### src/rtl/decode_stage.sv
// Instruction decode stage: classifies the opcode one-hot, holds raw fields, counts illegal opcodes.
// Latency: one cycle from input acceptance to presentation at the outputs.
// Backpressure: two-entry skid buffer with registered in_ready (SKID_EN=1), or a single register (SKID_EN=0).
module decode_stage #(
  parameter int XLEN    = 32,
  parameter int CNT_W   = 8,
  parameter int SKID_EN = 1
) (
  input  logic             i_clock,
  input  logic             i_reset,
  input  logic             i_flush,
  input  logic             i_in_valid,
  output logic             o_in_ready,
  input  logic [31:0]      i_insn,
  output logic             o_out_valid,
  input  logic             i_out_ready,
  output logic [10:0]      o_ctrl,
  output logic             o_illegal,
  output logic [4:0]       o_rd,
  output logic [4:0]       o_rs,
  output logic [4:0]       o_rt,
  output logic [4:0]       o_shamt,
  output logic [4:0]       o_aluop,
  output logic [XLEN-1:0]  o_imm,
  output logic [XLEN-1:0]  o_target,
  output logic [CNT_W-1:0] o_illegal_cnt
);

  // Opcode is consumed by the decoder, so entries only keep bits [26:0].
  logic [10:0]      w_dec_ctrl;
  logic             w_dec_ill;
  logic             w_in_xfer;
  logic             w_out_xfer;
  logic             w_main_vld_nxt;
  logic             w_skid_vld_nxt;
  logic             w_ld_main_in;
  logic             w_ld_main_skid;
  logic             w_ld_skid;

  logic             r_main_vld;
  logic [26:0]      r_main_insn;
  logic [10:0]      r_main_ctrl;
  logic             r_main_ill;
  logic             r_skid_vld;
  logic [26:0]      r_skid_insn;
  logic [10:0]      r_skid_ctrl;
  logic             r_skid_ill;
  logic             r_in_rdy;
  logic [CNT_W-1:0] r_cnt;

  // Opcode to one-hot class; bit0 = rtype up to bit10 = setx.
  always_comb begin
    w_dec_ctrl = '0;
    w_dec_ill  = 1'b0;
    case (i_insn[31:27])
      5'b00000: w_dec_ctrl[0]  = 1'b1; // rtype
      5'b00101: w_dec_ctrl[1]  = 1'b1; // addi
      5'b00111: w_dec_ctrl[2]  = 1'b1; // sw
      5'b01000: w_dec_ctrl[3]  = 1'b1; // lw
      5'b00001: w_dec_ctrl[4]  = 1'b1; // j
      5'b00010: w_dec_ctrl[5]  = 1'b1; // bne
      5'b00011: w_dec_ctrl[6]  = 1'b1; // jal
      5'b00100: w_dec_ctrl[7]  = 1'b1; // jr
      5'b00110: w_dec_ctrl[8]  = 1'b1; // blt
      5'b10110: w_dec_ctrl[9]  = 1'b1; // bex
      5'b10101: w_dec_ctrl[10] = 1'b1; // setx
      default:  w_dec_ill      = 1'b1;
    endcase
  end

  assign w_in_xfer  = i_in_valid & o_in_ready;
  assign w_out_xfer = r_main_vld & i_out_ready;

  // Occupancy transitions; flush overrides everything and drops any incoming entry.
  always_comb begin
    w_main_vld_nxt = r_main_vld;
    w_skid_vld_nxt = r_skid_vld;
    w_ld_main_in   = 1'b0;
    w_ld_main_skid = 1'b0;
    w_ld_skid      = 1'b0;
    if (i_flush) begin
      w_main_vld_nxt = 1'b0;
      w_skid_vld_nxt = 1'b0;
    end else if (r_skid_vld) begin
      if (w_out_xfer) begin
        w_ld_main_skid = 1'b1;
        w_skid_vld_nxt = 1'b0;
      end
    end else if (r_main_vld) begin
      if (w_in_xfer && w_out_xfer) begin
        w_ld_main_in = 1'b1;
      end else if (w_out_xfer) begin
        w_main_vld_nxt = 1'b0;
      end else if (w_in_xfer && (SKID_EN != 0)) begin
        w_ld_skid      = 1'b1;
        w_skid_vld_nxt = 1'b1;
      end
    end else if (w_in_xfer) begin
      w_ld_main_in   = 1'b1;
      w_main_vld_nxt = 1'b1;
    end
  end

  // Entry registers, registered ready and the saturating illegal counter.
  always_ff @(posedge i_clock or posedge i_reset) begin
    if (i_reset) begin
      r_main_vld  <= 1'b0;
      r_main_insn <= '0;
      r_main_ctrl <= '0;
      r_main_ill  <= 1'b0;
      r_skid_vld  <= 1'b0;
      r_skid_insn <= '0;
      r_skid_ctrl <= '0;
      r_skid_ill  <= 1'b0;
      r_in_rdy    <= 1'b0;
      r_cnt       <= '0;
    end else begin
      r_main_vld <= w_main_vld_nxt;
      r_skid_vld <= w_skid_vld_nxt;
      r_in_rdy   <= (SKID_EN != 0) ? !w_skid_vld_nxt : 1'b1;
      if (w_ld_main_in) begin
        r_main_insn <= i_insn[26:0];
        r_main_ctrl <= w_dec_ctrl;
        r_main_ill  <= w_dec_ill;
      end else if (w_ld_main_skid) begin
        r_main_insn <= r_skid_insn;
        r_main_ctrl <= r_skid_ctrl;
        r_main_ill  <= r_skid_ill;
      end
      if (w_ld_skid) begin
        r_skid_insn <= i_insn[26:0];
        r_skid_ctrl <= w_dec_ctrl;
        r_skid_ill  <= w_dec_ill;
      end
      // Counts every accepted illegal word, even one dropped by a same-cycle flush.
      if (w_in_xfer && w_dec_ill && (r_cnt != {CNT_W{1'b1}})) begin
        r_cnt <= r_cnt + 1'b1;
      end
    end
  end

  // Without a skid, ready also opens when the held entry leaves this cycle.
  always_comb begin
    if (SKID_EN != 0) o_in_ready = r_in_rdy;
    else              o_in_ready = r_in_rdy & (!r_main_vld | i_out_ready);
  end

  assign o_out_valid   = r_main_vld;
  assign o_ctrl        = r_main_vld ? r_main_ctrl : 11'd0;
  assign o_illegal     = r_main_vld & r_main_ill;
  assign o_rd          = r_main_insn[26:22];
  assign o_rs          = r_main_insn[21:17];
  assign o_rt          = r_main_insn[16:12];
  assign o_shamt       = r_main_insn[11:7];
  assign o_aluop       = r_main_insn[6:2];
  assign o_imm         = {{(XLEN-17){r_main_insn[16]}}, r_main_insn[16:0]};
  assign o_target      = {{(XLEN-27){1'b0}}, r_main_insn[26:0]};
  assign o_illegal_cnt = r_cnt;

endmodule

### config.mk
export PLATFORM = sky130hd
export DESIGN_NAME = decode_stage
export DESIGN_NICKNAME = d
export VERILOG_FILES = /design/src/rtl/decode_stage.sv
export SDC_FILE = /design/constraint.sdc
export NUM_CORES = 1
export LEC_CHECK = 0
export ABC_AREA = 0
export BUFFER_PORTS_ARGS = -buffer_cell sky130_fd_sc_hd__buf_2
export CAP_MARGIN = 20
export CELL_PAD_IN_SITES_DETAIL_PLACEMENT = 1
export CELL_PAD_IN_SITES_GLOBAL_PLACEMENT = 1
export CORE_ASPECT_RATIO = 1.5
export CORE_MARGIN = 2
export CORE_UTILIZATION = 24
export CTS_BUF_LIST = sky130_fd_sc_hd__clkbuf_4
export CTS_CLUSTER_DIAMETER = 200
export CTS_CLUSTER_SIZE = 25
export DETAILED_ROUTE_END_ITERATION = 10
export PLACE_DENSITY = 0.57
export SKIP_CTS_REPAIR_TIMING = 1
export SLEW_MARGIN = 40
export SYNTH_ARGS = -nofsm -noshare
export SYNTH_HDL_FRONTEND = slang
export SYNTH_SLANG_ARGS = --single-unit
### constraint.sdc
create_clock -name i_clock -period 2.7 [get_ports i_clock]
set_input_delay 0.135 -clock i_clock [delete_from_list [all_inputs] [get_ports i_clock]]
set_output_delay 0.135 -clock i_clock [all_outputs]
set_load 0.02 [all_outputs]
======== Word-level counts from Yosys, hierarchy flattened ========
Cells that the tools add are included.
word-level totals
  bits of input ports ..................... 37
  output and inout bits ................... 111
  logic and storage cells ................. 72
  flip-flop bits (word level) ............. 89
cells by class
  mux-type cells .......................... 39
  equal/unequal tests ..................... 12
  $add $sub $neg .......................... 1
  bitwise gates (word level) .............. 3
  reduce and logical (&&, ||, !) cells .... 7
operators by type and width
  operator                                        count
  two-way mux 27 bit                              2
  two-way mux 1 bit                               34
  two-way mux 11 bit                              3
  == test 5 x 3 -> 1 bit (second input constant)  4
  OR reduction 11 bit                             1
  == test 5 x 2 -> 1 bit (second input constant)  2
  == test 5 bit (second input constant)           2
  adder 8 x 1 -> 8 bit (second input constant)    1
  inequality test 8 bit (second input constant)   1
  == test 5 x 1 -> 1 bit (second input constant)  1
  == test 5 x 4 -> 1 bit (second input constant)  1
  zero test 5 bit                                 1
  bitwise AND 1 bit                               3
  logical AND 1 bit                               3
  inequality test 2 bit (second input constant)   1
  nonzero test 2 bit                              1
  zero test 1 bit                                 1

======== Longest topological paths before layout ========
Gate-level depths: netlist (run 1).
  depth in word-level cells ............... 8
  mapped depth ............................ 7
  gate-level depth less buffers ........... 5

======== Least setup slack after synthesis (run 1) ========
No wires, ideal clock.
  path type ............................... reg2reg
  start ................................... register r_main_vld, in the netlist o_out_valid
  end ..................................... register r_skid_ctrl[2]
  cell stages (with the launch flop) ...... 7
  arrival ................................. 1.893 ns
  data required time ...................... 2.573 ns
  path buffers ............................ 3
  slack ................................... 0.680 ns
  setup time .............................. 0.127 ns
  period minus slack after synthesis ...... 2.020 ns
  cells stage by stage .................... dfrtp_1 > clkbuf_2 > and2b_1 > or3b_2 > clkbuf_1 > buf_1 > mux2_1
between the ends
  word-level cells in the longest chain between the ends .. 6
  elaborated cells on any way between the ends .. 7
  those cells by class .................... mux (5); bitwise (1); reduce/logical (1)
ends and longest elaborated chain
  what                                                           RTL line  source
  from (decl)                                                    40        logic r_main_vld;
  from (signal assigned)                                         118       r_main_vld <= w_main_vld_nxt;
  bitwise AND 1 bit                                              72        assign w_out_xfer = r_main_vld & i_out_ready;
  two-way mux 1 bit / logical AND 1 bit (equally long branches)  92, 90
  two-way mux 1 bit                                              90        if (w_in_xfer && w_out_xfer) begin
  two-way mux 1 bit (*)                                          89        end else if (r_main_vld) begin
  two-way mux 1 bit (*)                                          84        end else if (r_skid_vld) begin
  two-way mux 1 bit (*)                                          81        if (i_flush) begin
  to (signal assigned)                                           132       r_skid_ctrl <= w_dec_ctrl;
  to (decl)                                                      46        logic [10:0] r_skid_ctrl;
Every way passes the cells marked *; elsewhere a longest branch is shown, timed or not.
A chain may end at the register's enable or synchronous reset.

======== Worst setup path after layout (run 1) ========
  start ................................... register r_skid_vld
  end ..................................... register r_skid_ctrl[4]
between the ends
  word-level cells in the longest chain between the ends .. 2
ends and longest elaborated chain
  what                    RTL line  source
  from (decl)             44        logic r_skid_vld;
  from (signal assigned)  119       r_skid_vld <= w_skid_vld_nxt;
  two-way mux 1 bit       84
  two-way mux 1 bit       81
No other way between the ends.

==> results of run 1 <==
sequential cells by signal (all words and copies together) (netlist names), 8 cells and up:
signal / count
r_main_ctrl: 11
r_skid_insn: 27
r_main_insn: 27
o_illegal_cnt: 8
r_skid_ctrl: 11
layer usage:
layer / share of wire / global-route usage / wire length [um] / vias up
met4: 0.026 / 0.05952 / 291 / 0
met5: 0 / 0 / 0 / -
li1: - / - / - / 1540
met2: 0.54 / 0.1950 / 5951 / 87
met1: 0.40 / 0.1205 / 4384 / 1623
met3: 0.036 / 0.01973 / 393 / 16
Yosys cell counts, types with 5 or more instances:
master and n:
buf_4 62, and2_1 12, dfrtp_1 89, nand2_1 8, mux2i_1 37, mux2_2 37
nor2_1 48, a21oi_1 38, buf_2 6, clkbuf_1 10, nand3_1 5
through the flow:
step / total power [mW] / instance area (um2) / hold WS, ns
finish: 4.418 / 5532 / 0.03330
global placement: 3.533 / 5069 / 0.2740
detailed placement: 3.587 / 5069 / 0.2798
global route: 4.741 / 5532 / 0.01255
CTS: 4.468 / 5226 / -0.2453
floorplan: 3.293 / 4502 / 0.1981
worst paths after layout:
path / from / endpoint / slack [ns]
hold reg to reg: r_skid_ctrl[3] / r_skid_ctrl[3] / 0.50
max in group asynchronous: i_reset / r_main_insn[6] / 1.67
min in group asynchronous: i_reset / r_main_insn[23] / 0.31
hold / removal: i_insn[30] / r_skid_ctrl[3] / 0.03
setup reg to reg: r_skid_vld / r_skid_ctrl[4] / 0.55
setup / recovery: r_skid_vld / r_skid_ctrl[4] / 0.55
power breakdown:
part           internal (mW)  switching (mW)  total (mW)  leakage (nW)
sequential              1.66           0.260        1.92          1.09
combinational          0.626            1.02        1.64          1.40
clock                  0.382           0.469       0.851        0.0862
total                   2.67            1.75        4.42          2.58
worst max-delay path, stage by stage, from the launching register on:
cell and delay, ns:
dfrtp_1 0.44, nand3b_1 0.32, or3b_2 0.71, buf_12 0.25, mux2_1 0.32
cell type report:
cell class | instances | area [um2]
clock buffers | 10 | 75.07
fillers | 2190 | 12940
inverters | 4 | 16.27
repair buffers | 179 | 1089
well taps | 252 | 315.3
diodes | 2 | 5.005
clock inverters | 6 | 82.58
flip-flops and latches | 89 | 2227
multi-input cells | 236 | 1722
cell families (layout without fill, tap and decap cells):
group	Yosys count	count (layout)	synth area share
simple gates	101	101	0.1241
flops	89	89	0.4964
buf+inv	86	199	0.1274
mux	78	78	0.1854
compound gates	46	46	0.05326
xor+xnor	5	5	0.009760
fa+ha+maj	1	1	0.002788
other cells	1	7	0.0008358
==> metrics, run 1 <==
Yosys top cell by area dfrtp_1; initial drt markers 85; total global routing track utilization 0.1090; first-pass GRT wire length 16.64 mm; maximum vdd ir drop 251.0 uV; vias in the first global route 3322; CTS buffer count 9; Clock Sinks 89; final hold violation count 0; Mapped Cells 407; die span in y 171.5 um; Inst Count DP 730; Ports 148; post-synthesis register bit count 89; length in cells of the worst reg-to-reg path 4; Post-Route WL 11.02 mm; gpl congestion 0.7603; clk root buf clkbuf_4; final period demand of the worst path 2.151 ns; hold path depth 3; sequential fraction of the synthesis area 0.4964; total negative setup slack 0 ns; mapped cell area 4487 um2; Fmax 0.4650 GHz; clk slew on worst S/H paths 0.13 ns; Die Wd 115.6 um; ratio of cells with drive above 1 in the final layout 0.4065; Pre-Repair DR Iteration Count 4; Max-slew headroom 0.5174; die area 19830 um2; Leak 2.576 nW; Core Region 18470 um2; ys async rst share 1.000; commonest non-fill, non-tap cell in the layout buf_2; most frequent cells in the layout 142 x buf_2, 89 x dfrtp_1, 48 x nor2_1, 38 x a21oi_1; fin nets 557; distinct cell type count after synthesis 39; YS warnings 0; # setup viols final 0; Yosys top cell area share 0.4964; drt via density 4.198; status completed; final core occ 0.2995; Final WS setup 0.5494 ns; pre-CTS worst setup slack 0.5597 ns; CP Data Required Time 3.03 ns; TritonCTS clock tree done; P per Cell Area 798.7 nW/um2; largest net degree at the start of global routing 55; Slew Viols, Final 0; startpoint types flop; antenna-violating nets left 0; Area Overhead vs Synth 23.29%; Worst EP arrival 2.48 ns; Tcrit/Tclk final 0.7965; syn avg cell area 11.02 um2; Non-Filler Instances 778; clk buf depth 2; input/output buffers 142; RSZ-0062 raised after global routing no; Worst-Margin Slew 0.7230 ns; initial antenna violation count 2; Avg WL per Cell 14.16 um; clock latency on the worst-skew pair 0.45 ns; DRC 0; Crit Path Category flop to flop; Layout Skew 0.01530 ns; Max FO, Critical Path 31; Hold Crit Class primary input to flop; Starting Density 0.2429; Primary FF master, synth dfrtp_1; Max-Cap Viols 0; Core Rows 61; crit path capture type flop; largest cells by area after synthesis dfrtp_1 50%, buf_4 10%, mux2_2 9.3%; grt ovf 0; Post-synth EDFFs 0; htree depth 3; via count 3266; DP HPWL 7.583 mm
Power figures use the tool's default switching activity.
==> run 2: changes to the inputs <==
clock period = 2 ns   (was 2.7 ns; I/O delays follow)
==> metrics, run 2 (same netlist as run 1, synthesis figures left out) <==
Area Overhead vs Synth 24.21%; startpoint types primary input; Leak 2.584 nW (+0.29%); maximum vdd ir drop 307.4 uV (+22%); clock latency on the worst-skew pair 0.46 ns (about the same); fin nets 565 (+1.4%); Final WS setup 0.1624 ns (-0.3870 ns); final period demand of the worst path 1.838 ns; Slew Viols, Final 0 (unchanged); Layout Skew 0.01906 ns (+0.003760 ns); commonest non-fill, non-tap cell in the layout buf_2; RSZ-0062 raised after global routing no; Die Wd 115.6 um (unchanged); DRC 0 (unchanged); first-pass GRT wire length 16.55 mm (-0.54%); htree depth 3 (unchanged); Crit path max-delay family buffers and inverters; slowest library cell on the worst path dlygate4sd3_1; pre-CTS worst setup slack 0.06023 ns (-0.4995 ns); Post-Route WL 10.88 mm (-1.3%); critical path, cell by cell dlygate4sd3_1 > buf_2 > and2b_1 > or3b_2 > buf_4 > mux2_1; Clock Sinks 89 (unchanged); Tcrit/Tclk final 0.9188; ratio of cells with drive above 1 in the final layout 0.4117 (+0.005166); grt ovf 0 (unchanged); P per Cell Area 1032 nW/um2 (+29%); Hold Crit Start i_insn[28]; Top Registers r_main_insn (27), r_skid_insn (27); Core Rows 61 (unchanged); Max FO, Critical Path 22 (-29%); Max-Cap Viols 0 (unchanged); WP buf/inv 3 (+2); reg2reg end r_main_insn[13]; Worst EP arrival 2.20 ns (-0.28 ns); reg2reg start r_skid_vld; antenna-violating nets left 0 (unchanged); initial drt markers 96 (+13%); Pre-Repair DR Iteration Count 4 (unchanged); critical path depth 6 (+2); vias in the first global route 3230 (-2.8%); DP HPWL 7.593 mm (+0.13%); multi-input logic area 1724 um2 (+0.15%); total negative setup slack 0 ns (unchanged); total global routing track utilization 0.1082 (-0.0008570); largest net degree at the start of global routing 90 (+64%); Starting Density 0.2429 (unchanged); final hold violation count 0 (unchanged); status completed; CTS buffer count 9 (unchanged); clk slew on worst S/H paths 0.15 ns (+0.02 ns); Avg WL per Cell 13.86 um (-2.1%); Crit path largest cell delay 0.56 ns (-0.15 ns); most frequent cells in the layout 142 x buf_2, 88 x dfrtp_1, 47 x nor2_1, 38 x a21oi_1; length in cells of the worst reg-to-reg path 6 (+2); Crit Path Category primary input to flop; Setup crit end r_skid_ctrl[2]; # setup viols final 0 (unchanged); register cell area after layout 2228 um2 (about the same); Fmax 0.5442 GHz; Hold Crit Class primary input to flop; die area 19830 um2 (unchanged); drt via density 4.214 (+0.38%); number of fill cells 2166 (-1.1%); Ports 148 (unchanged); TritonCTS clock tree done; input/output buffers 142 (unchanged); Core Region 18470 um2 (unchanged); clk buf depth 2 (unchanged); clk root buf clkbuf_4; CP Data Required Time 2.36 ns (-0.67 ns); Hold WS 0.02672 ns (-0.006584 ns); CP startpoint i_out_ready; via count 3308 (+1.3%); gpl congestion 0.7487 (-1.5%); hold path depth 4 (+1); reg-to-reg slack, setup 0.19 ns (-0.36 ns); die span in y 171.5 um (unchanged); initial antenna violation count 1 (-1); crit path capture type flop
## run 2: cell count changes in the layout (fill, tap and decap cells not counted), moves of 2 or more
| cell | previous run | this run |
|---|---|---|
| dlygate4sd3_1 | 30 | 33 |
| clkinv_2 | 4 | 1 |
| clkinvlp_4 | 1 | 3 |
| bufinv_16 | 2 | 0 |
| buf_4 | 5 | 9 |
## run 2: cell type report
class,instances,area share
Clock buffer,11,0.01482
Antenna cell,1,0.0004490
Sequential cell,89,0.3999
Tap cell,252,0.05658
Clock inverter,5,0.005837
Inverter,4,0.003368
Timing Repair Buffer,187,0.2097
Multi-Input combinational cell,236,0.3094
## run 2: worst register-to-register path, stage by stage, from the launching register on
cell and delay [ns]:
dfrtp_1 0.44, nand3b_1 0.20, buf_4 0.17, nor3_4 0.18, buf_4 0.34, mux2i_1 0.26, a21oi_1 0.10
## run 2: how the worst min path moves through the flow
stage                           endpoint  slack (ns)
after floorplan              o_out_valid        0.16
after global placement    r_main_ctrl[6]        0.28
after detailed placement  r_main_ctrl[6]        0.29
after CTS                 r_main_ctrl[6]       -0.27
after global routing      r_main_ctrl[7]       0.006
final                     r_main_ctrl[7]        0.03
## run 2: power by group
group,internal [mW],switching (mW),total [mW]
clock network,0.280,0.633,0.913
registers,2.25,0.353,2.60
logic,0.865,1.37,2.23
total,3.39,2.36,5.75
## run 2: routing by layer
layer / GRT usage / vias to the layer above / share of wire
met5: 0 / - / 0
met4: 0.06056 / 0 / 0.022
met3: 0.02008 / 10 / 0.036
met2: 0.1958 / 86 / 0.55
met1: 0.1166 / 1654 / 0.39
li1: - / 1558 / -
## run 2: per-stage QoR
stage / cells / total power, mW / area, um2 / utilization
6_report: 785 / 5.749 / 5573 / 0.3017
5_1_grt: 785 / 6.169 / 5573 / 0.3017
4_1_cts: 751 / 5.817 / 5238 / 0.2836
3_5_place_dp: 735 / 4.859 / 5122 / 0.2773
3_3_place_gp: 735 / 4.777 / 5122 / 0.2773
2_1_floorplan: 411 / 4.446 / 4507 / -
